**src/rtl/la_pkg.sv**
```systemverilog
// rtl/la_pkg.sv - opcodes, acknowledge codes and FSM states shared by the trigger configurator
package la_pkg;

   localparam logic [7:0] OP_LOAD_LOW     = 8'h01;
   localparam logic [7:0] OP_LOAD_HIGH    = 8'h02;
   localparam logic [7:0] OP_LOAD_RISING  = 8'h03;
   localparam logic [7:0] OP_LOAD_FALLING = 8'h04;
   localparam logic [7:0] OP_ARM          = 8'h10;
   localparam logic [7:0] OP_CLEAR        = 8'h11;
   localparam logic [7:0] ACK_ERR         = 8'hEE;

   typedef enum logic {
      IDLE,
      LOAD
   } state_t;

   function automatic logic is_load_op(input logic [7:0] op);
      return (op == OP_LOAD_LOW) || (op == OP_LOAD_HIGH) ||
             (op == OP_LOAD_RISING) || (op == OP_LOAD_FALLING);
   endfunction

endpackage

```
**src/rtl/la_idle_timer.sv**
```systemverilog
// rtl/la_idle_timer.sv - saturating inter-byte idle counter; expire flags the last idle cycle
module la_idle_timer #(
   parameter int TIMEOUT = 20000
) (
   input  logic clk,
   input  logic reset_n,
   input  logic clear,
   input  logic tick,
   output logic expire
);

   localparam int CW = $clog2(TIMEOUT);
   localparam logic [CW-1:0] LIMIT = CW'(TIMEOUT - 1);

   logic [CW-1:0] count;

   always_ff @(posedge clk) begin
      if (!reset_n) begin
         count <= '0;
      end else if (clear) begin
         count <= '0;
      end else if (tick && (count != LIMIT)) begin
         count <= count + 1'b1;
      end
   end

   assign expire = tick && (count == LIMIT);

endmodule

```
**src/rtl/la_trigger_config.sv**
```systemverilog
// rtl/la_trigger_config.sv - UART command decoder loading trigger masks, arming capture
// and returning one acknowledge byte per command.
module la_trigger_config
   import la_pkg::*;
#(
   parameter int WIDTH   = 128,
   parameter int TIMEOUT = 20000
) (
   input  logic             clk,
   input  logic             reset_n,
   input  logic [7:0]       rx_data,
   input  logic             rx_valid,
   output logic [WIDTH-1:0] trigger_low,
   output logic [WIDTH-1:0] trigger_high,
   output logic [WIDTH-1:0] trigger_rising,
   output logic [WIDTH-1:0] trigger_falling,
   output logic             arm,
   output logic             busy,
   output logic             ack_valid,
   output logic [7:0]       ack_data,
   input  logic             ack_ready,
   output logic             error
);

   localparam int BCW = (WIDTH == 8) ? 1 : $clog2(WIDTH / 8);
   localparam logic [BCW-1:0] LAST_BYTE = BCW'(WIDTH / 8 - 1);

   state_t           state;
   logic [7:0]       target;
   logic [BCW-1:0]   byte_cnt;
   logic [WIDTH-1:0] shift;
   logic [WIDTH-1:0] shift_next;
   logic             expire;

   // Shifting by a full byte also covers WIDTH == 8, where the old contents fall off entirely.
   assign shift_next = (shift << 8) | WIDTH'(rx_data);
   assign busy       = (state == LOAD);

   la_idle_timer #(
      .TIMEOUT (TIMEOUT)
   ) u_idle_timer (
      .clk     (clk),
      .reset_n (reset_n),
      .clear   ((state == IDLE) || rx_valid),
      .tick    (state == LOAD),
      .expire  (expire)
   );

   always_ff @(posedge clk) begin
      if (!reset_n) begin
         state           <= IDLE;
         target          <= '0;
         byte_cnt        <= '0;
         shift           <= '0;
         trigger_low     <= '0;
         trigger_high    <= '0;
         trigger_rising  <= '0;
         trigger_falling <= '0;
         arm             <= 1'b0;
         error           <= 1'b0;
         ack_valid       <= 1'b0;
         ack_data        <= '0;
      end else begin
         arm   <= 1'b0;
         error <= 1'b0;
         // A fresh ack below overrides this retirement, keeping ack_valid high.
         if (ack_valid && ack_ready) begin
            ack_valid <= 1'b0;
         end

         case (state)
            IDLE: begin
               if (rx_valid) begin
                  if (is_load_op(rx_data)) begin
                     target   <= rx_data;
                     byte_cnt <= '0;
                     shift    <= '0;
                     state    <= LOAD;
                  end else if (rx_data == OP_ARM) begin
                     arm       <= 1'b1;
                     ack_valid <= 1'b1;
                     ack_data  <= OP_ARM;
                  end else if (rx_data == OP_CLEAR) begin
                     trigger_low     <= '0;
                     trigger_high    <= '0;
                     trigger_rising  <= '0;
                     trigger_falling <= '0;
                     ack_valid       <= 1'b1;
                     ack_data        <= OP_CLEAR;
                  end else begin
                     error     <= 1'b1;
                     ack_valid <= 1'b1;
                     ack_data  <= ACK_ERR;
                  end
               end
            end

            LOAD: begin
               // A byte on the expiry cycle wins over the timeout.
               if (rx_valid) begin
                  shift <= shift_next;
                  if (byte_cnt == LAST_BYTE) begin
                     case (target)
                        OP_LOAD_LOW:    trigger_low    <= shift_next;
                        OP_LOAD_HIGH:   trigger_high   <= shift_next;
                        OP_LOAD_RISING: trigger_rising <= shift_next;
                        default:        trigger_falling <= shift_next;
                     endcase
                     ack_valid <= 1'b1;
                     ack_data  <= target;
                     state     <= IDLE;
                  end else begin
                     byte_cnt <= byte_cnt + 1'b1;
                  end
               end else if (expire) begin
                  shift     <= '0;
                  error     <= 1'b1;
                  ack_valid <= 1'b1;
                  ack_data  <= ACK_ERR;
                  state     <= IDLE;
               end
            end

            default: state <= IDLE;
         endcase
      end
   end

endmodule
```
**config.mk**
```make
export PLATFORM = sky130hd
export DESIGN_NAME = la_trigger_config
export DESIGN_NICKNAME = d
export VERILOG_FILES = /design/src/rtl/la_pkg.sv /design/src/rtl/la_idle_timer.sv /design/src/rtl/la_trigger_config.sv
export SDC_FILE = /design/constraint.sdc
export NUM_CORES = 1
export LEC_CHECK = 0
export ABC_AREA = 1
export BUFFER_PORTS_ARGS = -buffer_cell sky130_fd_sc_hd__buf_2
export CAP_MARGIN = 20
export CORE_UTILIZATION = 45
export DETAILED_ROUTE_END_ITERATION = 8
export PLACE_DENSITY = 0.67
export SYNTH_ARGS = -nofsm -noshare
export SYNTH_HDL_FRONTEND = slang
export SYNTH_SLANG_ARGS = --single-unit
```
**constraint.sdc**
```tcl
create_clock -name clk -period 2.3 [get_ports clk]
set_clock_uncertainty 0.2 [all_clocks]
set_input_delay 0.23 -clock clk [delete_from_list [all_inputs] [get_ports clk]]
set_output_delay 0.23 -clock clk [all_outputs]
set_load 0.005 [all_outputs]
```
Word-level counts from Yosys, hierarchy flattened

Index checks and enable logic that the tools add are counted.

Reduce and logical (&&, ||, !) cells: 18
Mux-type cells: 59
Bitwise operators: 4
Equal/unequal tests: 26
Add/sub/neg operators: 2

Operators by type and width:

| kind                    | number |
|---|---|
| $mux W128               | 16 |
| $pmux W128 S2           | 4 |
| $mux W120               | 4 |
| $pmux W120 S2           | 1 |
| $or A128 B8 Y128        | 1 |
| $mux W8                 | 7 |
| $eq A8 B2 Y1 const B    | 4 |
| $reduce_and A7 Y1       | 4 |
| $mux W1                 | 18 |
| $eq A8 B1 Y1 const B    | 2 |
| $eq A8 B5 Y1 const B    | 2 |
| $mux W4                 | 4 |
| $pmux W8 S2             | 1 |
| $add A15 B1 Y15 const B | 1 |
| $eq A15 B15 Y1 const B  | 1 |
| $ne A15 B15 Y1 const B  | 1 |
| $ne A2 B1 Y1 const B    | 6 |
| $ne A2 B2 Y1 const B    | 6 |
| $eq A8 B3 Y1 const B    | 1 |
| $pmux W4 S2             | 1 |
| $reduce_and A4 Y1       | 2 |
| $ne A3 B2 Y1 const B    | 2 |
| $pmux W1 S2             | 3 |
| $reduce_and A3 Y1       | 2 |
| 8 further kinds         | 15 |

Output and inout port bits: 524
Register bits after elaboration: 671

Depth between registers and ports, before layout

Gate-level depths: netlist of the first run.

Depth after elaboration: 7
Gate-level depth with buffers: 13
Gate-level depth less buffers: 11

Cells and area by module

From an unflattened synthesis of the first run, not the netlist that was laid out.

Cell total of the unflattened synthesis: 3531
Area total of the unflattened synthesis: 25802.2 um^2

By module, submodules not included:

| module            | cells an instance | instances | area each (um^2) |
|---|---|---|---|
| la_trigger_config | 3382              | 1         | 24901.4 |
| la_idle_timer     | 149               | 1         | 900.9 |

Least setup slack after synthesis of the first run

No wires, ideal clock.

Kind: register to register
From: reg u_idle_timer.count[0]
To: reg shift[110]
Period minus slack after synthesis: 1853 ps
Cell stages (with the launch flop): 13
Library setup time: 113 ps
Path slack: 447 ps
Data arrival time: 1540 ps
Cell sequence: dfxtp_1 ha_1 nand3_2 nor2_1 nand2_1 nand2_1 nand2_1 nand2_2 buf_6 buf_4 nand2_1 nand2_1 nor2_1

Longest elaborated chain between the ends: 4

RTL lines:

| what                        | line                     | RTL |
|---|---|---|
| start, declared             | la_idle_timer.sv:15      | `logic [CW-1:0] count;` |
| start signal, assigned      | la_idle_timer.sv:23      | `count <= count + 1'b1;` |
| $eq A15 B15 Y1              | la_idle_timer.sv:27      | `assign expire = tick && (count == LIMIT);` |
| $logic_and A1 B1 Y1         | la_idle_timer.sv:27      |  |
| $ne A3 B2 Y1 (no line)      | -                        |  |
| $reduce_and A3 Y1 (no line) | -                        |  |
| end signal, assigned        | la_trigger_config.sv:101 | `shift <= shift_next;` |
| end, declared               | la_trigger_config.sv:31  | `logic [WIDTH-1:0] shift;` |

Every way passes these cells.
A chain may end at the register's enable or synchronous reset.

Worst setup path after layout of the first run

From: reg byte_cnt[0]
To: reg trigger_high[78]

Longest elaborated chain between the ends: 3

RTL lines:

| what                        | line                     | RTL |
|---|---|---|
| start, declared             | la_trigger_config.sv:30  | `logic [BCW-1:0] byte_cnt;` |
| start signal, assigned      | la_trigger_config.sv:113 | `byte_cnt <= byte_cnt + 1'b1;` |
| $eq A4 B4 Y1                | la_trigger_config.sv:102 | `if (byte_cnt == LAST_BYTE) begin` |
| $ne A2 B1 Y1 (no line)      | -                        |  |
| $reduce_and A7 Y1 (no line) | -                        |  |
| end signal, assigned        | la_trigger_config.sv:105 | `OP_LOAD_HIGH: trigger_high <= shift_next;` |
| end, declared               | la_trigger_config.sv:14  | `output logic [WIDTH-1:0] trigger_high,` |

Every way passes these cells.

==> reports/qor.txt, run 1 <==
Status - complete, no violations
Num ports - 536
Synth Register Bits - 671
Buffers & Inverters on Critical Path - 1
Multi-input gate area - 10900 µm²
Max clock buf depth - 3
FILL cells - 5687
Total gr overflow - 0
H-tree lvl count - 3
Fin area - 32790 µm²
Top post-synthesis cells by area - dfxtp_1, nand2_1, a21oi_1, nor2_1, nand3_1
Startpoint types - register
Placed Cells incl. Taps - 4895
Fin cells - 5042
Gate Count Post-Synth - 3792
Initial core utilization - 45.42%
CTS tree - yes
Library cells used by synthesis - 28
Critical path, cell by cell - ha_1, nand3_1, nand2_1, nand2_1, a21oi_4, nand2_4, buf_12, nand2_1, a21oi_1
GRT Util Overall - 27.06%
Fraction of layout cells with a size suffix above 1 - 17.78%
Final setup margin - 0.1640 ns
Internal power - 0.01913 W
DIE AREA - 60440 µm²
Average routed wire per standard cell - 17.00 µm
Drc violations - 0
DR vias/cell - 5.074
Vias in the first global route - 23190
Worst-Skew Late Latency - 0.60 ns
Register area - 13440 µm²
Synth top area share - 50.20%
Fin nets - 4226
Num Clock Sinks - 671
Crit-path max cell delay - 0.36 ns
DP Wirelength - 54.79 mm
Slew HR - 58.76%
Period utilization - 92.87%
Switch share - 22.23%
Critical path arrival - 2.41 ns
Die width - 245.9 µm
Post-DP Area - 30050 µm²
Cell family with most CP delay - simple AND/OR/NAND/NOR gates
Pwr dens - 750.1 nW/µm²
Maximum clock frequency - 468.2 MHz
CP dominant cell by count - nand2_1
Post-place setup slack - 0.09147 ns
Max-Cap Viols - 0
Switch Pwr - 0.005467 W
First-pass GRT wire length - 130.7 mm
Starting DRT DRC Count - 2016
Seq pwr share - 47.6%
Post-Syn Area per Cell - 7.056 µm²
Initial antenna violation count - 0
Clk pwr share - 49.2%
Hold Path Class - in -> reg
Worst-path maximum fanout - 78
Vias - 25580
Row count - 89
VDD IR max - 719.6 µV
DRT Wirelength - 85.71 mm
Largest net degree at the start of global routing - 118
Final Hold Viols - 0
Ant diodes - 0
Post-layout utilization of the core - 55.66%
Unrepaired setup endpoints after global routing - yes
Sequential share of the synthesized area - 50.20%
Final setup fails - 0
Area leader, netlist - dfxtp_1
Min cycle time layout - 2.136 ns
Leak pwr - 15.85 nW
Final Max Slew Viols - 0
DRT antenna net count - 0
Worst path slowest cell - dfxtp_1
Worst path required time - 2.57 ns
P&R area growth vs syn - 22.54%
CTS root buffer - clkbuf_16
CTS clock-pin slew for the worst setup and hold paths - 0.06 ns
Tightest Pin Transition - 0.6186 ns
Comb pwr share - 3.3%
CP Class - reg -> reg
Crit. End Element - register
RePlAce Congestion - 0.8599
Mapped Area - 26760 µm²
Die extent in y - 245.9 µm
DRT Pass-1 Iters - 7
Inserted Clock Buffers - 71
Port Buf Inserts - 535
Synth warnings - 0
Syn nets - 3806
Core outline area - 58910 µm²
## repair_timing
action / CTS / global route
hold endpoints to repair: 105 / 0
setup endpoints to repair: 0 / 147
buffers inserted: 0 / 1
hold buffers: 14 / 0
resized for setup: 0 / 11
## power by group through the flow
stage / clock network, W / registers (W) / logic (W)
6_report: 0.0121 / 0.0117 / 0.000805
5_1_grt: 0.0128 / 0.0117 / 0.000871
4_1_cts: 0.0123 / 0.0117 / 0.000782
3_5_place_dp: 0 / 0.0120 / 0.000766
3_3_place_gp: 0 / 0.0120 / 0.000768
2_1_floorplan: 0 / 0.0119 / 0.000492
## cells in the final DEF (no fill, tap or decap), types with 14 or more instances in the layout
cell type	count
a21oi_1	436
buf_12	36
buf_2	533
buf_4	36
clkbuf_16	76
clkbuf_8	21
clkinv_2	15
dfxtp_1	670
dlygate4sd3_1	14
inv_1	264
nand2_1	1123
nand3_1	307
nor2_1	577
o21ai_0	27
o21ai_1	54
## per-stage QoR
stage / power (W) / TNS [ns] / hold slack [ns]
3_3_place_gp: 0.01272 / 0 / 0.2440
4_1_cts: 0.02476 / 0 / 0.02411
5_1_grt: 0.02535 / -0.01453 / 0.05969
3_5_place_dp: 0.01272 / 0 / 0.2468
6_report: 0.02459 / 0 / 0.04422
2_1_floorplan: 0.01244 / 0 / 0.1692
## worst reg2reg max path, delay by kind of cell, from the launching register on
family          cells  cell delay [ns]
compound gates      2             0.36
fa+ha+maj           1             0.20
buf+inv             1             0.24
flops               1             0.36
simple gates        5             0.66
## layer usage
layer / wire (µm) / track usage [%] / up-vias
li1: - / - / 12680
met1: 36950 / 35.81 / 11890
met2: 39920 / 43.31 / 854
met3: 5877 / 5.097 / 167
met4: 2955 / 10.83 / 0
met5: 0 / 0 / -
## worst paths after layout
path	cells past startpoint	startpoint	to	slack (ns)
setup reg to reg	9	byte_cnt[0]	trigger_high[78]	0.16
hold / removal	5	rx_valid	ack_data[0]	0.04
hold reg to reg	2	trigger_falling[6]	trigger_falling[6]	0.26
setup / recovery	9	byte_cnt[0]	trigger_high[78]	0.16
## synth_stat cells, drive strengths merged
master and n:
nand3 309, a211oi 1, o21ai 82, xnor2 2
nand4 5, and3 5, o22ai 1, buf 187
o211ai 1, nor3 8, nand2 1131, inv 273
xor2 4, nand3b 1, dfxtp 671, nor2 579
ha 2, a21oi 438, clkbuf 92
## kinds of logic (layout without fill, tap and decap cells)
kind of cell | Yosys count | in the layout | synth area share, %
xor+xnor | 6 | 6 | 0.1964
buf+inv | 552 | 1029 | 9.436
compound gates | 523 | 523 | 9.820
flops | 671 | 671 | 50.20
fa+ha+maj | 2 | 2 | 0.09350
simple gates | 2038 | 2038 | 30.25
## state kept, by name, indices dropped and copies added (netlist names)
| signal | cells |
|---|---|
| trigger_falling | 128 |
| trigger_low | 128 |
| trigger_high | 128 |
| busy | 1 |
| trigger_rising | 128 |
| error | 1 |
| shift | 120 |
| arm | 1 |
| target | 8 |
| ack_valid | 1 |
| byte_cnt | 4 |
| ack_data | 8 |
| u_idle_timer.count | 15 |
## final cells by class
cell class / count / area share, %
flip-flops and latches: 671 / 40.98
clock buffers: 104 / 6.632
inverters: 273 / 3.182
multi-input cells: 2569 / 33.25
repair buffers: 626 / 12.07
well taps: 773 / 2.950
clock inverters: 26 / 0.9349
(Power assumes the default switching activity.)
==> inputs of run 2 (changes only) <==
CORE_MARGIN = 1.5   (was not set)
==> run 2 against run 1 <==
Worst hold slack gained 0.19 ns. Combinational power shrank 0.6%. Core utilization decreased by 0.43 points. Clock-buffer cell count decreased by 7. Maximum frequency is 0.64% lower. Register-to-register slack about the same. Sequential power about the same. Sequential share of layout area increased by 0.32 points.
==> reports/qor.txt, run 2 (same netlist as run 1, synthesis figures left out) <==
Num ports - 536 (unchanged)
Placed Cells incl. Taps - 4881 (-0.29%)
CTS tree - yes
VDD IR max - 548.6 µV (-24%)
Die extent in y - 246.9 µm (+0.41%)
DP Wirelength - 53.71 mm (-2.0%)
P&R area growth vs syn - 21.59%
Critical path arrival - 2.44 ns (+0.03 ns)
Initial core utilization - 45.42% (unchanged)
Critical path, cell by cell - dlygate4sd3_1, buf_2, nor2_1, nand2_1, nor3_2, dlygate4sd3_1, nand2_1, nand3_2, nand2_1, nor2_1, nor2_1
Maximum clock frequency - 465.2 MHz (-0.64%)
Inserted Clock Buffers - 72 (+1.4%)
Max-Cap Viols - 0 (unchanged)
Leak pwr - 15.71 nW (-0.87%)
CTS clock-pin slew for the worst setup and hold paths - 0.06 ns (about the same)
H-tree lvl count - 3 (unchanged)
DR vias/cell - 5.072 (about the same)
Post-route setup TNS - 0 ns (unchanged)
Worst-path maximum fanout - 7 (-91%)
DIE AREA - 60930 µm² (+0.82%)
Row count - 89 (unchanged)
DRT antenna net count - 0 (unchanged)
Total gr overflow - 0 (unchanged)
Port Buf Inserts - 535 (unchanged)
Fraction of layout cells with a size suffix above 1 - 17.35% (-0.43 points)
Worst-Skew Late Latency - 0.60 ns (about the same)
Startpoint types - primary input
Pwr dens - 738.4 nW/µm² (-1.5%)
Hold Path Class - in -> reg
Min cycle time layout - 2.150 ns (+0.01369 ns)
First-pass GRT wire length - 129.4 mm (-1.0%)
RePlAce Congestion - 0.8372 (-2.6%)
Worst path required time - 2.59 ns (+0.02 ns)
Cell family with most CP delay - buffers and inverters
Final Max Slew Viols - 0 (unchanged)
Unrepaired setup endpoints after global routing - no
CP Class - in -> reg
Vias in the first global route - 23030 (-0.72%)
Tightest Pin Transition - 0.6610 ns (+0.04235 ns)
GRT Util Overall - 26.56% (-0.50 points)
CTS root buffer - clkbuf_16
Drc violations - 0 (unchanged)
Commonest non-fill, non-tap cell in the layout - nand2_1
DRT Pass-1 Iters - 5 (-2)
Slew HR - 55.93% (-2.8 points)
Crit-path max cell delay - 0.57 ns (+0.21 ns)
Final Hold Viols - 0 (unchanged)
Die width - 246.9 µm (+0.41%)
Worst path slowest cell - dlygate4sd3_1
Starting DRT DRC Count - 1853 (-8.1%)
Initial antenna violation count - 0 (unchanged)
Crit. End Element - register
Final setup fails - 0 (unchanged)
DRT Wirelength - 85.30 mm (-0.47%)
Max clock buf depth - 3 (unchanged)
Num Clock Sinks - 671 (unchanged)
Fin nets - 4215 (-0.26%)
Fin cells - 5020 (-0.44%)
Post-layout utilization of the core - 55.23% (-0.43 points)
Average routed wire per standard cell - 16.99 µm (about the same)
Core outline area - 58910 µm² (unchanged)
Buffers & Inverters on Critical Path - 3 (+2)
Largest net degree at the start of global routing - 116 (-1.7%)
Vias - 25460 (-0.48%)
Ant diodes - 0 (unchanged)
Status - complete, no violations
Most frequent cells in the layout - nand2_1, dfxtp_1, nor2_1
Period utilization - 93.47% (+0.60 points)
-- run 2: cell type report --
class	instances	area, µm²
fill	5738	26370
sequential	671	13440
multi-input combinational	2570	10930
timing repair buffer	613	3845
clock buffer	97	2049
inverter	273	1042
tap	773	967.2
clock inverter	23	266.5
-- run 2: worst reg2reg max path, cell delays in order (launching register included) --
cell	delay (ns)
dfxtp_1	0.40
ha_4	0.18
nand3_2	0.11
nor2_1	0.14
nand2_1	0.12
nand2_1	0.08
nand2_1	0.12
nand2_8	0.13
buf_16	0.26
nand2_1	0.14
nand2_1	0.07
nor2_1	0.05
-- run 2: layer usage --
layer / GRT usage [%] / part of all wire [%] / vias up
met3: 4.992 / 7.0 / 130
met5: 0 / 0 / -
met4: 8.806 / 2.5 / 0
met2: 43.02 / 47 / 836
met1: 35.52 / 44 / 11840
li1: - / - / 12650
-- run 2: report_power, final --
group	switching, W	internal (W)	total (W)
sequential	0.0000262	0.0117	0.0117
combinational	0.000591	0.000209	0.000800
clock	0.00473	0.00680	0.0115
-- run 2: worst paths after layout --
path	start	to	slack, ns	cells after the start
setup reg to reg	u_idle_timer.count[1]	shift[78]	0.17	11
setup / recovery	rx_data[7]	ack_data[7]	0.15	11
hold reg to reg	trigger_rising[62]	trigger_rising[62]	0.26	2
hold / removal	ack_ready	ack_valid	0.23	5
-- run 2: through the flow --
| stage | power (W) | instance area (µm²) | hold WS [ns] | worst slack (ns) |
|---|---|---|---|---|
| after floorplan | 0.01244 | 26760 | 0.1692 | 0.4472 |
| after global placement | 0.01271 | 29920 | 0.2448 | 0.07167 |
| after detailed placement | 0.01271 | 29920 | 0.2484 | 0.05282 |
| after CTS | 0.02423 | 32360 | 0.1886 | 0.01175 |
| after global routing | 0.02479 | 32540 | 0.2630 | 0.008543 |
| final | 0.02403 | 32540 | 0.2338 | 0.1503 |
-- run 2: repair_timing --
item	CTS	global route
hold endpoints to repair	89	0
resized for setup	0	14
setup endpoints to repair	0	257
hold buffers	12	0
buffers inserted	0	4
